**src/rtl/div_seq.sv**
```systemverilog
// div_seq -- multi-cycle restoring divider for DIV / DIVU in the EX stage.
//
// EX raises start_i and stalls on busy_o until ready_o. The divider works on
// operand magnitudes, one quotient bit per cycle, then applies the sign
// fix-up when presenting the result. annul_i (pipeline flush) drops any
// operation in progress without ever raising ready_o.
//
// Ports:
//   clk        rising-edge clock
//   resetn     asynchronous reset, active high (1 = reset asserted)
//   signed_i   1 = DIV (signed), 0 = DIVU
//   opdata1_i  dividend
//   opdata2_i  divisor
//   start_i    request, held high by EX until the result is consumed
//   annul_i    flush, aborts any operation in progress
//   result_o   {remainder, quotient}, zero unless ready_o
//   ready_o    result valid
//   busy_o     operation in progress (EX ORs this into its stall request)
module div_seq #(
    parameter int WIDTH = 32
) (
    input  logic               clk,
    input  logic               resetn,
    input  logic               signed_i,
    input  logic [WIDTH-1:0]   opdata1_i,
    input  logic [WIDTH-1:0]   opdata2_i,
    input  logic               start_i,
    input  logic               annul_i,
    output logic [2*WIDTH-1:0] result_o,
    output logic               ready_o,
    output logic               busy_o
);

    localparam int CNT_W = $clog2(WIDTH + 1);

    typedef enum logic [1:0] {
        S_IDLE,
        S_BYZERO,
        S_ON,
        S_END
    } state_t;

    state_t             state_reg, state_next;
    logic [CNT_W-1:0]   cnt_reg, cnt_next;
    // dend_reg starts as the dividend magnitude; quotient bits shift in at
    // its LSB, so after WIDTH steps it holds the quotient magnitude.
    logic [WIDTH-1:0]   dend_reg, dend_next;
    logic [WIDTH-1:0]   rem_reg, rem_next;
    logic [WIDTH-1:0]   dsor_reg, dsor_next;
    logic               neg_q_reg, neg_q_next;
    logic               neg_r_reg, neg_r_next;
    logic               ready_reg, ready_next;

    // Operand magnitudes (only negated for signed mode with a negative value).
    logic [WIDTH-1:0]   mag1, mag2;
    assign mag1 = (signed_i && opdata1_i[WIDTH-1]) ? -opdata1_i : opdata1_i;
    assign mag2 = (signed_i && opdata2_i[WIDTH-1]) ? -opdata2_i : opdata2_i;

    // One restoring step: the partial remainder gains the next dividend bit,
    // giving a WIDTH+1 bit value to compare against the divisor.
    logic [WIDTH:0]     shifted;
    logic               fits;
    logic [WIDTH-1:0]   rem_sub;
    assign shifted = {rem_reg, dend_reg[WIDTH-1]};
    assign fits    = (shifted >= {1'b0, dsor_reg});
    // When fits is set the difference is below the divisor, so its low
    // WIDTH bits are exact.
    assign rem_sub = shifted[WIDTH-1:0] - dsor_reg;

    always_comb begin
        state_next = state_reg;
        cnt_next   = cnt_reg;
        dend_next  = dend_reg;
        rem_next   = rem_reg;
        dsor_next  = dsor_reg;
        neg_q_next = neg_q_reg;
        neg_r_next = neg_r_reg;

        case (state_reg)
            S_IDLE: begin
                if (start_i && !annul_i) begin
                    dend_next  = mag1;
                    dsor_next  = mag2;
                    rem_next   = '0;
                    cnt_next   = '0;
                    neg_q_next = signed_i & (opdata1_i[WIDTH-1] ^ opdata2_i[WIDTH-1]);
                    neg_r_next = signed_i & opdata1_i[WIDTH-1];
                    state_next = (opdata2_i == '0) ? S_BYZERO : S_ON;
                end
            end
            S_BYZERO: begin
                // Divide by zero yields an all-zero result, no trap.
                dend_next  = '0;
                rem_next   = '0;
                neg_q_next = 1'b0;
                neg_r_next = 1'b0;
                state_next = annul_i ? S_IDLE : S_END;
            end
            S_ON: begin
                if (annul_i) begin
                    state_next = S_IDLE;
                end else begin
                    if (fits) begin
                        rem_next  = rem_sub;
                        dend_next = {dend_reg[WIDTH-2:0], 1'b1};
                    end else begin
                        rem_next  = shifted[WIDTH-1:0];
                        dend_next = {dend_reg[WIDTH-2:0], 1'b0};
                    end
                    cnt_next = cnt_reg + CNT_W'(1);
                    if (cnt_reg == CNT_W'(WIDTH - 1)) begin
                        state_next = S_END;
                    end
                end
            end
            S_END: begin
                if (annul_i || !start_i) begin
                    state_next = S_IDLE;
                end
            end
            default: state_next = S_IDLE;
        endcase
    end

    // ready_o is registered: it rises on the edge after END is entered and
    // falls on the same edge that leaves END.
    assign ready_next = (state_reg == S_END) && (state_next == S_END);

    always_ff @(posedge clk or posedge resetn) begin
        if (resetn) begin
            state_reg <= S_IDLE;
            cnt_reg   <= '0;
            dend_reg  <= '0;
            rem_reg   <= '0;
            dsor_reg  <= '0;
            neg_q_reg <= 1'b0;
            neg_r_reg <= 1'b0;
            ready_reg <= 1'b0;
        end else begin
            state_reg <= state_next;
            cnt_reg   <= cnt_next;
            dend_reg  <= dend_next;
            rem_reg   <= rem_next;
            dsor_reg  <= dsor_next;
            neg_q_reg <= neg_q_next;
            neg_r_reg <= neg_r_next;
            ready_reg <= ready_next;
        end
    end

    // Sign fix-up: quotient negative when operand signs differ, remainder
    // follows the dividend's sign. Magnitudes wrap modulo 2^WIDTH, which
    // makes the most-negative / -1 case come out as the most-negative value.
    logic [WIDTH-1:0] quo_fix, rem_fix;
    assign quo_fix = neg_q_reg ? -dend_reg : dend_reg;
    assign rem_fix = neg_r_reg ? -rem_reg  : rem_reg;

    assign ready_o  = ready_reg;
    assign result_o = ready_reg ? {rem_fix, quo_fix} : '0;
    assign busy_o   = (state_reg == S_BYZERO) || (state_reg == S_ON) ||
                      ((state_reg == S_END) && start_i);

endmodule

```
**config.mk**
```make
export PLATFORM = sky130hd
export DESIGN_NAME = div_seq
export DESIGN_NICKNAME = d
export VERILOG_FILES = /design/src/rtl/div_seq.sv
export SDC_FILE = /design/constraint.sdc
export NUM_CORES = 1
export LEC_CHECK = 0
export BUFFER_PORTS_ARGS = -buffer_cell sky130_fd_sc_hd__clkbuf_2
export CAP_MARGIN = 15
export CELL_PAD_IN_SITES_DETAIL_PLACEMENT = 2
export CELL_PAD_IN_SITES_GLOBAL_PLACEMENT = 2
export CORE_ASPECT_RATIO = 1.2
export CORE_MARGIN = 8
export CORE_UTILIZATION = 34
export DETAILED_ROUTE_END_ITERATION = 6
export GPL_TIMING_DRIVEN = 1
export PLACE_DENSITY = 0.88
export SLEW_MARGIN = 20
export SYNTH_ARGS = -nofsm -noshare
export SYNTH_HDL_FRONTEND = slang
export SYNTH_SLANG_ARGS = --single-unit
export TNS_END_PERCENT = 10
```
**constraint.sdc**
```tcl
create_clock -name clk -period 3.8 [get_ports clk]
set_input_delay 0.38 -clock clk [delete_from_list [all_inputs] [get_ports clk]]
set_output_delay 0.38 -clock clk [all_outputs]
set_load 0.005 [all_outputs]
```
==> metrics.txt <==
# TYPE chip_impl_metric gauge
chip_impl_info{name="outcome",value="complete, no violations"} 1
chip_impl_info{name="worstSetupEndpointType",value="output pin"} 1
chip_impl_metric{name="groute.layer.met1.usage",unit=""} 0.245
chip_impl_metric{name="cts-buffers-inserted",unit=""} 9
chip_impl_metric{name="fin_worst_skew",unit="ns"} 0.0115
chip_impl_info{name="grt.busiest_layer",value="met2"} 1
chip_impl_info{name="tritoncts",value="yes"} 1
chip_impl_metric{name="std_cell_rows",unit=""} 67
chip_impl_metric{name="worst_r2r_path_cells",unit=""} 12
chip_impl_metric{name="number_of_enable_flip_flop_cells_after_synthesis",unit=""} 0
chip_impl_metric{name="met2_use_gr",unit=""} 0.412
chip_impl_metric{name="antenna_violating_nets_remaining",unit=""} 0
chip_impl_info{name="worst_hold_path_type",value="in -> async"} 1
chip_impl_metric{name="number_of_flip_flops_and_latches_in_the_synthesized_netlist",unit=""} 107
chip_impl_metric{name="io_buffer_count",unit=""} 134
chip_impl_metric{name="drt-wirelength-per-cell",unit="um"} 22.4
chip_impl_metric{name="max-vdd-ir-drop",unit="V"} 0.000369
chip_impl_info{name="capture_instance_of_the_worst_register_to_register_path",value="rem_reg[30]"} 1
chip_impl_metric{name="synth_sequential_area_ratio",unit=""} 0.284
chip_impl_metric{name="core_area",unit="sq mm"} 0.0277
chip_impl_metric{name="max-clock-path-buffers",unit=""} 2
chip_impl_metric{name="gr-usage-all-layers",unit=""} 0.220
chip_impl_metric{name="die_width",unit="um"} 168
chip_impl_info{name="launch_point_of_the_critical_path",value="rem_reg[14]"} 1
chip_impl_metric{name="synthArstFlopShare",unit=""} 1.00
chip_impl_metric{name="layoutNonFillerInstCount",unit=""} 1656
chip_impl_metric{name="cap_viol_max_count",unit=""} 0
chip_impl_info{name="timing.rr.start",value="dend_reg[31]"} 1
chip_impl_metric{name="routed_vias",unit=""} 9657
chip_impl_info{name="worstSetupEndpoint",value="result_o[58]"} 1
chip_impl_metric{name="ioPinCount",unit=""} 135
chip_impl_metric{name="setup_slack",unit="ns"} 0.0604
chip_impl_metric{name="worstMarginPinSlew",unit="ns"} 1.08
chip_impl_metric{name="area_growth_synth_to_finish",unit="%"} 15.5
chip_impl_metric{name="number_of_setup_buffers_added_after_cts",unit=""} 0
chip_impl_metric{name="cts.clk_slew.worst_paths",unit="ns"} 0.08
chip_impl_metric{name="rrSetupSlack",unit="ns"} 0.36
chip_impl_info{name="critical_path.startpoint_type",value="flip-flop"} 1
chip_impl_metric{name="filler_cell_count",unit=""} 3245
chip_impl_metric{name="fin_crit",unit="ns"} 3.74
chip_impl_metric{name="place.detailed.hpwl",unit="um"} 27800
chip_impl_metric{name="first_global_vias",unit=""} 10600
chip_impl_metric{name="detailedRoute.firstIterationViolations",unit=""} 400
chip_impl_metric{name="yosys_synthesis_warning_count",unit=""} 0
chip_impl_metric{name="clkSinkCount",unit=""} 107
chip_impl_metric{name="floorplan.die_area",unit="sq mm"} 0.0334
chip_impl_metric{name="post_synth_instance_area",unit="sq mm"} 0.00944
chip_impl_metric{name="total_power",unit="W"} 0.00659
chip_impl_metric{name="n_antenna_cell",unit=""} 0
chip_impl_metric{name="worst-path-max-fanout",unit=""} 8
chip_impl_metric{name="power_leakage",unit="nW"} 4.91
chip_impl_metric{name="hold_violations",unit=""} 0
chip_impl_metric{name="initial_core_utilization",unit=""} 0.341
chip_impl_metric{name="post_synth_inst_count",unit=""} 1212
chip_impl_metric{name="drt_pass1_iterations",unit=""} 5
chip_impl_metric{name="place.detailed.instances",unit=""} 1640
chip_impl_metric{name="finalWeightedCongestion",unit=""} 0.862
chip_impl_metric{name="htreeDepth",unit=""} 3
chip_impl_metric{name="post-route-period-util",unit=""} 0.984
chip_impl_info{name="cts-root-buf",value="clkbuf_16"} 1
chip_impl_metric{name="drt-total-wl",unit="um"} 37100
chip_impl_info{name="timing.setup.critical_path_class",value="reg -> out"} 1
chip_impl_metric{name="fin_nets",unit=""} 1417
chip_impl_metric{name="postSynthNetCount",unit=""} 1323
chip_impl_metric{name="cellPowerDensity",unit="mW/mm^2"} 604
chip_impl_metric{name="grt_first_pass_wirelength",unit="um"} 58800
chip_impl_metric{name="die_y",unit="um"} 199
chip_impl_metric{name="grt_antenna_before_repair",unit=""} 0
chip_impl_metric{name="route.detailed.drc",unit=""} 0
chip_impl_metric{name="required",unit="ns"} 3.42
chip_impl_metric{name="hold_buffers",unit=""} 0
chip_impl_metric{name="grt_start_max_net_pins",unit=""} 66
chip_impl_metric{name="pre_cts_slack",unit="ns"} 0.285
chip_impl_metric{name="via_per_inst",unit=""} 5.83
chip_impl_metric{name="maxSlewViolCount",unit=""} 0
chip_impl_metric{name="global_route.usage.met3",unit=""} 0.0375
chip_impl_metric{name="slew_headroom",unit=""} 0.278
chip_impl_metric{name="arrival",unit="ns"} 3.36
chip_impl_metric{name="max_freq",unit="GHz"} 0.267
chip_impl_metric{name="clk-insertion-delay-late",unit="ns"} 0.38
chip_impl_metric{name="synth_cell_types",unit=""} 62
chip_impl_metric{name="finalSetupViolations",unit=""} 0
chip_impl_metric{name="number_of_instances_resized_during_post_cts_repair",unit=""} 2
chip_impl_info{name="yosys_most_used_dff",value="dfrtp_1"} 1
chip_impl_metric{name="post_synth.cell_area_avg",unit="sq um"} 7.79
chip_impl_metric{name="proportion_of_layout_cells_with_a_drive_suffix_above_1",unit=""} 0.146
chip_impl_metric{name="grt.overflow.total",unit=""} 0
-- logic make-up (layout without fill, tap and decap cells) --
| family | Yosys count | after routing | share of synthesized area |
|---|---|---|---|
| AND/OR/NAND/NOR | 409 | 409 | 0.216 |
| AO/OA/AOI/OAI | 360 | 360 | 0.236 |
| XOR/XNOR | 146 | 146 | 0.135 |
| buffers and inverters | 127 | 226 | 0.0507 |
| flip-flops | 107 | 107 | 0.284 |
| adder cells (fa/ha/maj) | 42 | 42 | 0.0564 |
| multiplexers | 21 | 21 | 0.0223 |
-- cell type report --
| class | instances | area (sq um) | share of cell area |
|---|---|---|---|
| inverter | 57 | 216 | 0.0198 |
| timing repair buffer | 153 | 851 | 0.0780 |
| multi-input combinational | 978 | 6380 | 0.585 |
| tap | 345 | 432 | 0.0396 |
| clock buffer | 12 | 246 | 0.0226 |
| clock inverter | 4 | 97.6 | 0.00895 |
| sequential | 107 | 2680 | 0.246 |
-- worst min-delay path by stage --
stage                      start      endpoint  slack, ns  cells after the start
global route              resetn   dend_reg[6]       0.15                      2
floorplan           dsor_reg[10]  dsor_reg[10]       0.45                      2
detailed placement   dsor_reg[9]   dsor_reg[9]       0.47                      2
CTS                       resetn   dend_reg[5]       0.11                      2
global placement    dsor_reg[13]  dsor_reg[13]       0.46                      2
finish                    resetn   dend_reg[6]       0.09                      2
-- where the power goes --
group | total, W | switching (W) | internal [W]
combinational | 0.00345 | 0.00219 | 0.00127
sequential | 0.00199 | 0.000485 | 0.00150
clock | 0.00114 | 0.000480 | 0.000664
total | 0.00659 | 0.00315 | 0.00343
-- metal layers --
metal	share of wire	wire length, um	vias to the layer above
met2	0.52	19400	254
met5	0	0	-
met4	0.027	986	0
li1	-	-	4486
met1	0.40	15000	4855
met3	0.047	1740	62
-- critical path: stages, from the launching register on --
cell and delay (ns):
dfrtp_2 0.47, or4_4 0.58, or4_1 0.44, or2_4 0.26
or4_1 0.54, o31ai_2 0.28, xnor2_1 0.15, and2_1 0.14
clkbuf_2 0.11
-- synthesized netlist by cell type (all sizes together), types with 3 or more instances --
cell | count | area, sq um
a211oi | 5 | 37.5
a21o | 12 | 90.1
a21oi | 105 | 526
a221o | 5 | 50.1
a221oi | 5 | 43.8
a22o | 3 | 26.3
a31oi | 16 | 100
a32oi | 15 | 131
and2 | 66 | 413
and3 | 12 | 75.1
buf | 10 | 40.0
clkbuf | 60 | 225
dfrtp | 107 | 2680
ha | 41 | 513
inv | 57 | 214
mux2i | 21 | 210
nand2 | 120 | 450
nand2b | 5 | 31.3
nand3 | 23 | 115
nand3b | 5 | 37.5
nand4 | 9 | 56.3
nor2 | 87 | 327
nor2b | 10 | 62.6
nor3 | 22 | 115
nor3b | 3 | 22.5
nor4 | 15 | 93.8
o2111ai | 3 | 26.3
o211ai | 4 | 30.0
o21a | 6 | 45.0
o21ai | 120 | 601
o31ai | 30 | 235
o41ai | 13 | 133
or3 | 10 | 62.6
or4 | 15 | 120
xnor2 | 102 | 893
xor2 | 44 | 385
-- through the flow --
step / instance area [sq um] / util / hold WS, ns / setup TNS (ns)
2_1_floorplan: 9440 / - / 0.450 / 0
3_3_place_gp: 10500 / 0.379 / 0.463 / 0
3_5_place_dp: 10500 / 0.379 / 0.473 / 0
4_1_cts: 10800 / 0.392 / 0.113 / 0
5_1_grt: 10900 / 0.394 / 0.147 / -0.0743
6_report: 10900 / 0.394 / 0.0901 / 0
-- layout by cell type (no fill, tap or decap), types with 15 or more instances in the layout --
cell	netlist	final
dfrtp_1	107	105
a31oi_1	16	16
o31ai_1	28	27
mux2i_1	21	21
a32oi_1	15	15
nand2_1	120	120
and2_1	66	66
buf_4	0	16
a21oi_1	105	103
nand3_1	23	22
inv_1	57	56
nor2_1	87	87
clkbuf_2	0	134
nor3_1	21	21
xor2_1	44	44
xnor2_1	102	102
o21ai_0	119	119
ha_1	41	41
(Power assumes the default switching activity.)
